--- config.mk ---
export PLATFORM = sky130hd
export DESIGN_NAME = fp_alu_driver
export DESIGN_NICKNAME = d
export VERILOG_FILES = /design/src/rtl/fp_alu_driver.sv
export SDC_FILE = /design/constraint.sdc
export NUM_CORES = 1
export LEC_CHECK = 0
export CORE_ASPECT_RATIO = 0.8
export CORE_MARGIN = 2
export CORE_UTILIZATION = 67
export DETAILED_ROUTE_END_ITERATION = 10
export DONT_BUFFER_PORTS = 1
export GPL_ROUTABILITY_DRIVEN = 0
export PLACE_DENSITY = 0.85
export SLEW_MARGIN = 20
export SYNTH_ARGS = -nofsm -noshare
export SYNTH_HDL_FRONTEND = slang
export SYNTH_SLANG_ARGS = --single-unit
export TNS_END_PERCENT = 100
--- constraint.sdc ---
create_clock -name clk -period 7.03 [get_ports clk]
set_input_delay 1.0545 -clock clk [delete_from_list [all_inputs] [get_ports clk]]
set_output_delay 1.0545 -clock clk [all_outputs]
set_load 0.005 [all_outputs]
--- src/rtl/fp_alu_driver.sv ---
// Command-side initiator for the FP ALU start/valid_out handshake: queues tagged
// requests, issues one at a time, returns result/flags/latency and keeps sticky flags.
module fp_alu_driver #(
  parameter int FIFO_DEPTH = 4,
  parameter int LAT_W      = 16
) (
  input  logic             clk,
  input  logic             rst,
  input  logic             cmd_valid,
  output logic             cmd_ready,
  input  logic [31:0]      cmd_op_a,
  input  logic [31:0]      cmd_op_b,
  input  logic [2:0]       cmd_op_code,
  input  logic             cmd_mode_fp,
  input  logic             cmd_round_mode,
  input  logic [3:0]       cmd_tag,
  output logic             alu_start,
  output logic [31:0]      alu_op_a,
  output logic [31:0]      alu_op_b,
  output logic [2:0]       alu_op_code,
  output logic             alu_mode_fp,
  output logic             alu_round_mode,
  input  logic [31:0]      alu_result,
  input  logic [4:0]       alu_flags,
  input  logic             alu_valid_out,
  output logic             rsp_valid,
  input  logic             rsp_ready,
  output logic [31:0]      rsp_result,
  output logic [4:0]       rsp_flags,
  output logic [3:0]       rsp_tag,
  output logic [LAT_W-1:0] rsp_latency,
  output logic [4:0]       sticky_flags,
  input  logic             sticky_clr,
  output logic             busy
);

  localparam int PTR_W = (FIFO_DEPTH > 1) ? $clog2(FIFO_DEPTH) : 1;
  localparam int CNT_W = PTR_W + 1;
  localparam int ENT_W = 73;
  localparam logic [CNT_W-1:0] DEPTH_C = CNT_W'(FIFO_DEPTH);

  localparam logic [1:0] S_IDLE  = 2'd0;
  localparam logic [1:0] S_ISSUE = 2'd1;
  localparam logic [1:0] S_DRAIN = 2'd2;

  logic [ENT_W-1:0] mem_q [FIFO_DEPTH];
  logic [PTR_W-1:0] wr_ptr_q, wr_ptr_d, rd_ptr_q, rd_ptr_d;
  logic [CNT_W-1:0] count_q, count_d;
  logic [1:0]       state_q, state_d;
  logic [LAT_W-1:0] lat_q, lat_d;
  logic [3:0]       tag_q, tag_d;
  logic             cmd_ready_q, cmd_ready_d;
  logic             busy_q, busy_d;
  logic             alu_start_q, alu_start_d;
  logic [31:0]      alu_op_a_q, alu_op_a_d, alu_op_b_q, alu_op_b_d;
  logic [2:0]       alu_op_code_q, alu_op_code_d;
  logic             alu_mode_fp_q, alu_mode_fp_d, alu_round_mode_q, alu_round_mode_d;
  logic             rsp_valid_q, rsp_valid_d;
  logic [31:0]      rsp_result_q, rsp_result_d;
  logic [4:0]       rsp_flags_q, rsp_flags_d;
  logic [3:0]       rsp_tag_q, rsp_tag_d;
  logic [LAT_W-1:0] rsp_latency_q, rsp_latency_d;
  logic [4:0]       sticky_q, sticky_d;

  logic             push, pop, load;
  logic [31:0]      ld_result;
  logic [4:0]       ld_flags;
  logic [3:0]       ld_tag;
  logic [LAT_W-1:0] ld_lat;

  logic [31:0] h_a, h_b;
  logic [2:0]  h_op;
  logic        h_mode, h_rm;
  logic [3:0]  h_tag;

  assign {h_a, h_b, h_op, h_mode, h_rm, h_tag} = mem_q[rd_ptr_q];

  always_comb begin
    push             = cmd_valid && cmd_ready_q;
    pop              = 1'b0;
    load             = 1'b0;
    ld_result        = 32'h0;
    ld_flags         = 5'b00000;
    ld_tag           = 4'h0;
    ld_lat           = '0;
    state_d          = state_q;
    lat_d            = lat_q;
    tag_d            = tag_q;
    alu_start_d      = alu_start_q;
    alu_op_a_d       = alu_op_a_q;
    alu_op_b_d       = alu_op_b_q;
    alu_op_code_d    = alu_op_code_q;
    alu_mode_fp_d    = alu_mode_fp_q;
    alu_round_mode_d = alu_round_mode_q;

    case (state_q)
      S_IDLE: begin
        // A lingering valid_out from the ALU must drop before a new op may start.
        if (count_q != '0 && !rsp_valid_q && !alu_valid_out) begin
          pop = 1'b1;
          if (!h_op[2]) begin
            alu_op_a_d       = h_a;
            alu_op_b_d       = h_b;
            alu_op_code_d    = h_op;
            alu_mode_fp_d    = h_mode;
            alu_round_mode_d = h_rm;
            alu_start_d      = 1'b1;
            lat_d            = LAT_W'(1);
            tag_d            = h_tag;
            state_d          = S_ISSUE;
          end else begin
            load     = 1'b1;
            ld_flags = 5'b10000;
            ld_tag   = h_tag;
          end
        end else begin
          pop = 1'b0;
        end
      end
      S_ISSUE: begin
        if (alu_valid_out) begin
          load        = 1'b1;
          ld_result   = alu_result;
          ld_flags    = alu_flags;
          ld_tag      = tag_q;
          ld_lat      = lat_q;
          alu_start_d = 1'b0;
          state_d     = S_DRAIN;
        end else if (lat_q != '1) begin
          lat_d = lat_q + LAT_W'(1);
        end else begin
          lat_d = lat_q;
        end
      end
      S_DRAIN: begin
        if (!alu_valid_out) begin
          state_d = S_IDLE;
        end else begin
          state_d = S_DRAIN;
        end
      end
      default: begin
        state_d     = S_IDLE;
        alu_start_d = 1'b0;
      end
    endcase

    rsp_valid_d   = rsp_valid_q;
    rsp_result_d  = rsp_result_q;
    rsp_flags_d   = rsp_flags_q;
    rsp_tag_d     = rsp_tag_q;
    rsp_latency_d = rsp_latency_q;
    if (load) begin
      rsp_valid_d   = 1'b1;
      rsp_result_d  = ld_result;
      rsp_flags_d   = ld_flags;
      rsp_tag_d     = ld_tag;
      rsp_latency_d = ld_lat;
    end else if (rsp_valid_q && rsp_ready) begin
      rsp_valid_d = 1'b0;
    end else begin
      rsp_valid_d = rsp_valid_q;
    end

    // A clear coinciding with a load keeps only the newly loaded flags.
    if (load) begin
      sticky_d = (sticky_clr ? 5'b00000 : sticky_q) | ld_flags;
    end else if (sticky_clr) begin
      sticky_d = 5'b00000;
    end else begin
      sticky_d = sticky_q;
    end

    wr_ptr_d    = push ? wr_ptr_q + PTR_W'(1) : wr_ptr_q;
    rd_ptr_d    = pop  ? rd_ptr_q + PTR_W'(1) : rd_ptr_q;
    count_d     = count_q + CNT_W'(push) - CNT_W'(pop);
    cmd_ready_d = (count_d != DEPTH_C);
    busy_d      = (count_d != '0) || (state_d != S_IDLE) || rsp_valid_d;
  end

  always_ff @(posedge clk) begin
    if (push) begin
      mem_q[wr_ptr_q] <= {cmd_op_a, cmd_op_b, cmd_op_code, cmd_mode_fp, cmd_round_mode, cmd_tag};
    end
  end

  always_ff @(posedge clk) begin
    if (rst) begin
      wr_ptr_q         <= '0;
      rd_ptr_q         <= '0;
      count_q          <= '0;
      state_q          <= S_IDLE;
      lat_q            <= '0;
      tag_q            <= 4'h0;
      cmd_ready_q      <= 1'b0;
      busy_q           <= 1'b0;
      alu_start_q      <= 1'b0;
      alu_op_a_q       <= 32'h0;
      alu_op_b_q       <= 32'h0;
      alu_op_code_q    <= 3'b000;
      alu_mode_fp_q    <= 1'b0;
      alu_round_mode_q <= 1'b0;
      rsp_valid_q      <= 1'b0;
      rsp_result_q     <= 32'h0;
      rsp_flags_q      <= 5'b00000;
      rsp_tag_q        <= 4'h0;
      rsp_latency_q    <= '0;
      sticky_q         <= 5'b00000;
    end else begin
      wr_ptr_q         <= wr_ptr_d;
      rd_ptr_q         <= rd_ptr_d;
      count_q          <= count_d;
      state_q          <= state_d;
      lat_q            <= lat_d;
      tag_q            <= tag_d;
      cmd_ready_q      <= cmd_ready_d;
      busy_q           <= busy_d;
      alu_start_q      <= alu_start_d;
      alu_op_a_q       <= alu_op_a_d;
      alu_op_b_q       <= alu_op_b_d;
      alu_op_code_q    <= alu_op_code_d;
      alu_mode_fp_q    <= alu_mode_fp_d;
      alu_round_mode_q <= alu_round_mode_d;
      rsp_valid_q      <= rsp_valid_d;
      rsp_result_q     <= rsp_result_d;
      rsp_flags_q      <= rsp_flags_d;
      rsp_tag_q        <= rsp_tag_d;
      rsp_latency_q    <= rsp_latency_d;
      sticky_q         <= sticky_d;
    end
  end

  assign cmd_ready      = cmd_ready_q;
  assign busy           = busy_q;
  assign alu_start      = alu_start_q;
  assign alu_op_a       = alu_op_a_q;
  assign alu_op_b       = alu_op_b_q;
  assign alu_op_code    = alu_op_code_q;
  assign alu_mode_fp    = alu_mode_fp_q;
  assign alu_round_mode = alu_round_mode_q;
  assign rsp_valid      = rsp_valid_q;
  assign rsp_result     = rsp_result_q;
  assign rsp_flags      = rsp_flags_q;
  assign rsp_tag        = rsp_tag_q;
  assign rsp_latency    = rsp_latency_q;
  assign sticky_flags   = sticky_q;

endmodule
==> impl_metrics.toml, run 1 <==
[yosys]
yosys.cell_types.count = 39
syn_avg_cell_area_um2 = 15.1
synthTopCellsByArea = "edfxtp_1 53%, dfxtp_1 20%, mux4_2 10%"
synth-edff-count = 292
ys.flop_type = "edfxtp_1"
ys_ff_latch = 457
synth_nets = 1211
synthArstFlopShare_pct = 0
syn_area_mm2 = 0.0165
synth_area_leader_cell = "edfxtp_1"
yosys_warnings = 0
synth_seq_area_share_pct = 73.3
synthCells = 1087
synth_top_area_share_pct = 53.2

[global_route]
grt_pass1_vias = 9072
antenna_found_initial = 0
grt_pass1_wl_um = 49700
grt_max_degree = 152
overflow = 0
track_usage_pct = 25.7

[job]
max_cap_violations = 0

[detailed_routing]
dr_total_vias = 8931
drt_iter0_markers = 719
dr.pass1.iters = 5
viasPerCell = 6.26
postRouteAntennaNets = 0
routed_wl_um = 33100
wl_per_cell_um = 23.2
drc_errors = 0

[clock_network]
htree_levels = 2
cts_resized = 0
cts_buffers = 42
cts.sinks = 457
root_buffer = "clkbuf_16"
holdBufCountCts = 0
clock_latency_ns = 0.53
cts_max_path_buffers = 3
post-cts-setup-buffers = 0
cts_tree = "built"
clk_pin_slew_worst_paths_ns = 0.06

[place]
dp_hpwl_um = 18800
io_buffers = 0

[sta]
finalSetupTns_ns = 0
worst_slew_pin_slew_ns = 1.11
setup_violations = 0
hold_viol = 0
period_needed_ns = 3.08
slew_violations = 0
fin_worst_skew_ns = 0.0212
fin_crit_sh_pct = 43.9
rsz0062_at_grt = "no"
maxSlewHeadroom_pct = 25.9
fmax_mhz = 324

[die]
dieArea_mm2 = 0.0259
die_h_um = 144
core_area_mm2 = 0.0242
ios = 251
start_util_pct = 67.9
num_rows = 51
die_w_um = 179

[setup_path]
critical_path_required_ns = 7.48
critPathArrivalTime_ns = 3.54
crit_type = "in -> reg"
reg2reg_depth = 5
rrSetupSlack_ns = 3.99
cp_max_fo = 5
critPathLaunchType = "input port"
crit_path_end_kind = "flip-flop"
r2r-end = "lat_q[7]"

[cells_and_area]
drive_gt1_share_pct = 14.6
finalNetCount = 1201
antenna_cells = 0
final_core_util_pct = 74.9
syn_to_final_growth_pct = 10.3

[power]
ir_worst_vdd_mv = 0.306
internal_power_mw = 4.93
power_frac_clock_pct = 33.8
p_switching_mw = 1.71
p_sw_share_pct = 25.7
power_density_mw_per_mm2 = 366
leakagePower_nw = 5.79
seq_power_share_pct = 50.3
pwr-share-comb_pct = 15.9
p_total_mw = 6.64

[min_path]
hold_path_depth = 2
worstHoldStart = "tag_q[3]"
hp-class = "reg -> reg"
holdPathEnd = "tag_q[3]"

[outcome]
status = "finished, final reports clean"
power groups by stage:
stage          clock network (mW)  registers (mW)  logic [mW]
2_1_floorplan                   0            3.28       0.895
3_3_place_gp                    0            3.38        1.01
3_5_place_dp                    0            3.40        1.04
4_1_cts                      2.28            3.35        1.05
5_1_grt                      2.39            3.38        1.16
6_report                     2.25            3.34        1.05
cell usage after synthesis, types with 3 or more instances:
cell / count
or2_2: 4
nand2_1: 165
mux4_2: 73
nor2b_1: 8
nor4_1: 3
nor3_1: 3
nand2b_1: 7
ha_1: 7
a21oi_1: 102
edfxtp_1: 292
and3_1: 8
o21ai_0: 12
xnor2_1: 5
nand3_1: 16
dfxtp_1: 165
buf_1: 7
a22oi_1: 52
nor2_1: 63
inv_1: 8
clkbuf_1: 56
or3_1: 10
state kept, by name, summed over array words and instances (netlist names), 2 cells and up, named ones only:
register	cells
rsp_latency	16
mem_q	292
sticky_flags	5
count_q	3
rsp_tag	4
rsp_result	32
alu_op_b	32
lat_q	16
rd_ptr_q	2
rsp_flags	5
alu_op_code	2
tag_q	4
alu_op_a	32
state_q	2
wr_ptr_q	2
worst max-delay path by stage:
stage	startpoint	slack, ns	end
finish	alu_valid_out	3.95	busy
detailed placement	alu_valid_out	3.48	busy
global placement	alu_valid_out	3.56	busy
CTS	flip-flop	3.65	rsp_result[31]
global route	flip-flop	3.77	lat_q[7]
floorplan	cmd_valid	3.77	mem_q[0][0]
metal layers:
| layer | GRT usage (%) | wire length [µm] | up-vias |
|---|---|---|---|
| li1 | - | - | 4032 |
| met1 | 31.8 | 12200 | 4409 |
| met2 | 42.9 | 16500 | 421 |
| met3 | 7.81 | 3360 | 69 |
| met4 | 10.0 | 1000 | 0 |
| met5 | 0 | 0 | - |
critical path, stage by stage:
cell and delay [ns]:
or2_2 0.32, nor3_1 0.62, ha_1 0.22, inv_1 0.04, ha_1 0.19, fa_1 0.38, xnor2_1 0.15, xnor2_1 0.21
and4b_1 0.23, a21oi_1 0.13
per-stage QoR:
step	setup WS [ns]	cell area (µm²)	cells	hold slack [ns]
2_1_floorplan	3.77	16500	1087	0.437
5_1_grt	3.77	18200	1427	0.482
3_3_place_gp	3.56	16700	1349	0.441
4_1_cts	3.65	18100	1425	0.460
6_report	3.95	18200	1427	0.458
3_5_place_dp	3.48	16700	1349	0.451
final cells by class:
type	count	area (µm²)
tap	318	398
multi-input combinational	556	4140
clock buffer	65	1270
sequential	457	12100
clock inverter	11	106
fill	1404	6090
inverter	8	30.0
timing repair buffer	12	134
cell usage in the layout (no fill, tap or decap), types with 9 or more instances in the layout:
cell type / synthesis / final
buf_4: 1 / 9
o21ai_0: 12 / 12
nor2_1: 63 / 62
or3_1: 10 / 10
edfxtp_1: 292 / 292
clkbuf_16: 0 / 45
mux4_2: 73 / 73
inv_1: 8 / 9
nand3_1: 16 / 16
a22oi_1: 52 / 52
nand2_1: 165 / 165
dfxtp_1: 165 / 163
a21oi_1: 102 / 102
clkbuf_1: 56 / 12
cells by family after synthesis:
kind of cell	synth area share (%)
compound gates	6.13
buf+inv	1.80
simple gates	7.66
flops	73.3
fa+ha+maj	0.653
mux	10.1
xor+xnor	0.319
other cells	0.0228
(Power assumes the default switching activity.)
==> run 2: changes to the inputs <==
--- a/config.mk
+++ b/config.mk
@@ -7,11 +7,11 @@
 export LEC_CHECK = 0
 export CORE_ASPECT_RATIO = 0.8
 export CORE_MARGIN = 2
-export CORE_UTILIZATION = 67
+export CORE_UTILIZATION = 63
 export DETAILED_ROUTE_END_ITERATION = 10
 export DONT_BUFFER_PORTS = 1
 export GPL_ROUTABILITY_DRIVEN = 0
-export PLACE_DENSITY = 0.85
+export PLACE_DENSITY = 0.81
 export SLEW_MARGIN = 20
 export SYNTH_ARGS = -nofsm -noshare
 export SYNTH_HDL_FRONTEND = slang
==> constraint.sdc (replaced) <==
create_clock -name clk -period 2.9 [get_ports clk]
set_input_delay 0.435 -clock clk [delete_from_list [all_inputs] [get_ports clk]]
set_output_delay 0.435 -clock clk [all_outputs]
set_load 0.005 [all_outputs]
==> run 2 against run 1 <==
Combinational power grew to 2.8 times the previous value. Sequential share of layout area is 3.0 points lower. Cell count is 8.1% higher. Sequential power rose by 140%. Global-route usage is 1.1 points higher. Critical endpoint unchanged. Largest cell class unchanged.
==> impl_metrics.toml, run 2 (same netlist as run 1, synthesis figures left out) <==
[place]
placed_area_mm2 = 0.0169
dp_hpwl_um = 19900
post-place-ws_ns = 0.255
io_buffers = 0

[power]
leakagePower_nw = 6.11
power_density_mw_per_mm2 = 854
pwr-share-comb_pct = 18.1
p_switching_mw = 4.27
ir_worst_vdd_mv = 0.885
seq_power_share_pct = 49.0
power_frac_clock_pct = 32.9
p_sw_share_pct = 26.3
internal_power_mw = 12.0

[clock_network]
root_buffer = "clkbuf_16"
cts_resized = 0
clk_pin_slew_worst_paths_ns = 0.06
htree_levels = 2
cts.sinks = 457
clock_latency_ns = 0.53
cts_max_path_buffers = 3
cts_tree = "built"
cts_buffers = 41

[die]
num_rows = 52
ios = 251
die_h_um = 149
dieArea_mm2 = 0.0275
start_util_pct = 64.6
die_w_um = 185
core_area_mm2 = 0.0255

[setup_path]
crit_type = "reg -> reg"
rrSetupSlack_ns = 0.21
crit_path_end_kind = "flip-flop"
critPathLaunchType = "flip-flop"
r2r-start = "count_q[0]"
reg2reg_depth = 10
critPathArrivalTime_ns = 3.13
crit_end = "busy"
critical_path_required_ns = 3.35
r2r-end = "busy"
cp_max_fo = 4
worstSetupStartpoint = "count_q[0]"

[sta]
period_needed_ns = 2.69
fmax_mhz = 372
fin_crit_sh_pct = 92.7
slew_violations = 0
hold_viol = 0
setup_violations = 0
maxSlewHeadroom_pct = 26.7
rsz0062_at_grt = "no"
fin_ws_ns = 0.213
fin_worst_skew_ns = 0.0185
worst_slew_pin_slew_ns = 1.10
finalSetupTns_ns = 0

[detailed_routing]
viasPerCell = 6.14
wl_per_cell_um = 23.5
postRouteAntennaNets = 0
dr_total_vias = 9471
dr.pass1.iters = 5
drc_errors = 0
drt_iter0_markers = 840
routed_wl_um = 36300

[global_route]
overflow = 0
antenna_found_initial = 4
grt_pass1_wl_um = 54900
grt_max_degree = 96
grt_pass1_vias = 9670
track_usage_pct = 26.8

[cells_and_area]
largest_register_ffs = 292
mostFrequentLayoutCells = "292 x edfxtp_1, 165 x nand2_1, 163 x dfxtp_1"
drive_gt1_share_pct = 13.6
regMostFlops = "mem_q"
fillers = 1483
seqCellArea_mm2 = 0.0121
syn_to_final_growth_pct = 15.4
multi_input_area_mm2 = 0.00414
final_common_cell = "edfxtp_1"
finalNetCount = 1280
stdcell_area_mm2 = 0.0190

[job]
max_cap_violations = 0

[min_path]
hp-class = "in -> reg"

[outcome]
status = "finished, final reports clean"
run 2: changes by cell type in the layout (fill, tap and decap cells not counted):
| cell | previous run | this run |
|---|---|---|
| clkbuf_16 | 45 | 43 |
| buf_12 | 0 | 5 |
| clkbuf_1 | 12 | 14 |
| clkbuf_2 | 1 | 0 |
| buf_4 | 9 | 10 |
| inv_4 | 0 | 1 |
| dlygate4sd3_1 | 0 | 75 |
| clkbuf_8 | 7 | 3 |
| buf_6 | 1 | 0 |
| clkinv_2 | 6 | 5 |
| clkinv_1 | 1 | 3 |
| bufinv_16 | 2 | 3 |
| diode_2 | 0 | 4 |
| inv_6 | 1 | 2 |
run 2: cell type report:
type | count | area share [%]
inverters | 8 | 0.158
clock inverters | 15 | 0.810
flip-flops and latches | 457 | 63.6
well taps | 351 | 2.31
multi-input cells | 556 | 21.8
clock buffers | 60 | 6.16
repair buffers | 92 | 5.16
diodes | 4 | 0.0527
run 2: timing repair:
action / 4_1_cts / 5_1_grt
hold buffers: 76 / 0
setup buffers: 0 / 0
hold endpoints to repair: 340 / 0
run 2: per-layer routing:
layer / GRT usage [%] / vias to the layer above / part of all wire [%]
li1: - / 4214 / -
met1: 33.5 / 4717 / 37
met2: 45.7 / 490 / 50
met3: 7.84 / 50 / 11
met4: 7.98 / 0 / 2.2
met5: 0 / - / 0
run 2: through the flow:
stage / power (mW) / hold WS (ns) / std cells / utilization, %
final: 16.2 / 0.0229 / 1543 / 74.5
after global routing: 16.9 / 0.00857 / 1542 / 74.5
after CTS: 16.3 / 0.000318 / 1539 / 74.5
after detailed placement: 10.9 / 0.445 / 1388 / 66.2
after global placement: 10.7 / 0.440 / 1387 / 66.1
after floorplan: 10.1 / 0.437 / 1087 / -
run 2: how the worst min path moves through the flow:
stage | slack, ns | cells after the start | from | to
after floorplan | 0.44 | 2 | tag_q[0] | tag_q[0]
after global placement | 0.44 | 2 | tag_q[1] | tag_q[1]
after global routing | 0.009 | 1 | rst | count_q[0]
final | 0.02 | 1 | rst | alu_op_code[0]
after CTS | 0.0003 | 1 | rst | alu_op_code[0]
after detailed placement | 0.45 | 2 | tag_q[1] | tag_q[1]
run 2: power by group through the flow:
| stage | registers, mW | clock network [mW] | logic [mW] |
|---|---|---|---|
| 2_1_floorplan | 7.95 | 0 | 2.17 |
| 3_3_place_gp | 8.04 | 0 | 2.69 |
| 3_5_place_dp | 8.08 | 0 | 2.79 |
| 4_1_cts | 7.95 | 5.40 | 2.96 |
| 5_1_grt | 8.01 | 5.70 | 3.22 |
| 6_report | 7.95 | 5.33 | 2.94 |
run 2: critical path, stage by stage, from the launching register on:
cell	delay (ns)
dfxtp_1	0.31
nor3_1	0.49
nor3_1	0.15
ha_1	0.31
inv_1	0.04
ha_1	0.18
fa_1	0.38
xnor2_1	0.15
xnor2_1	0.24
and4b_1	0.23
a21oi_1	0.13
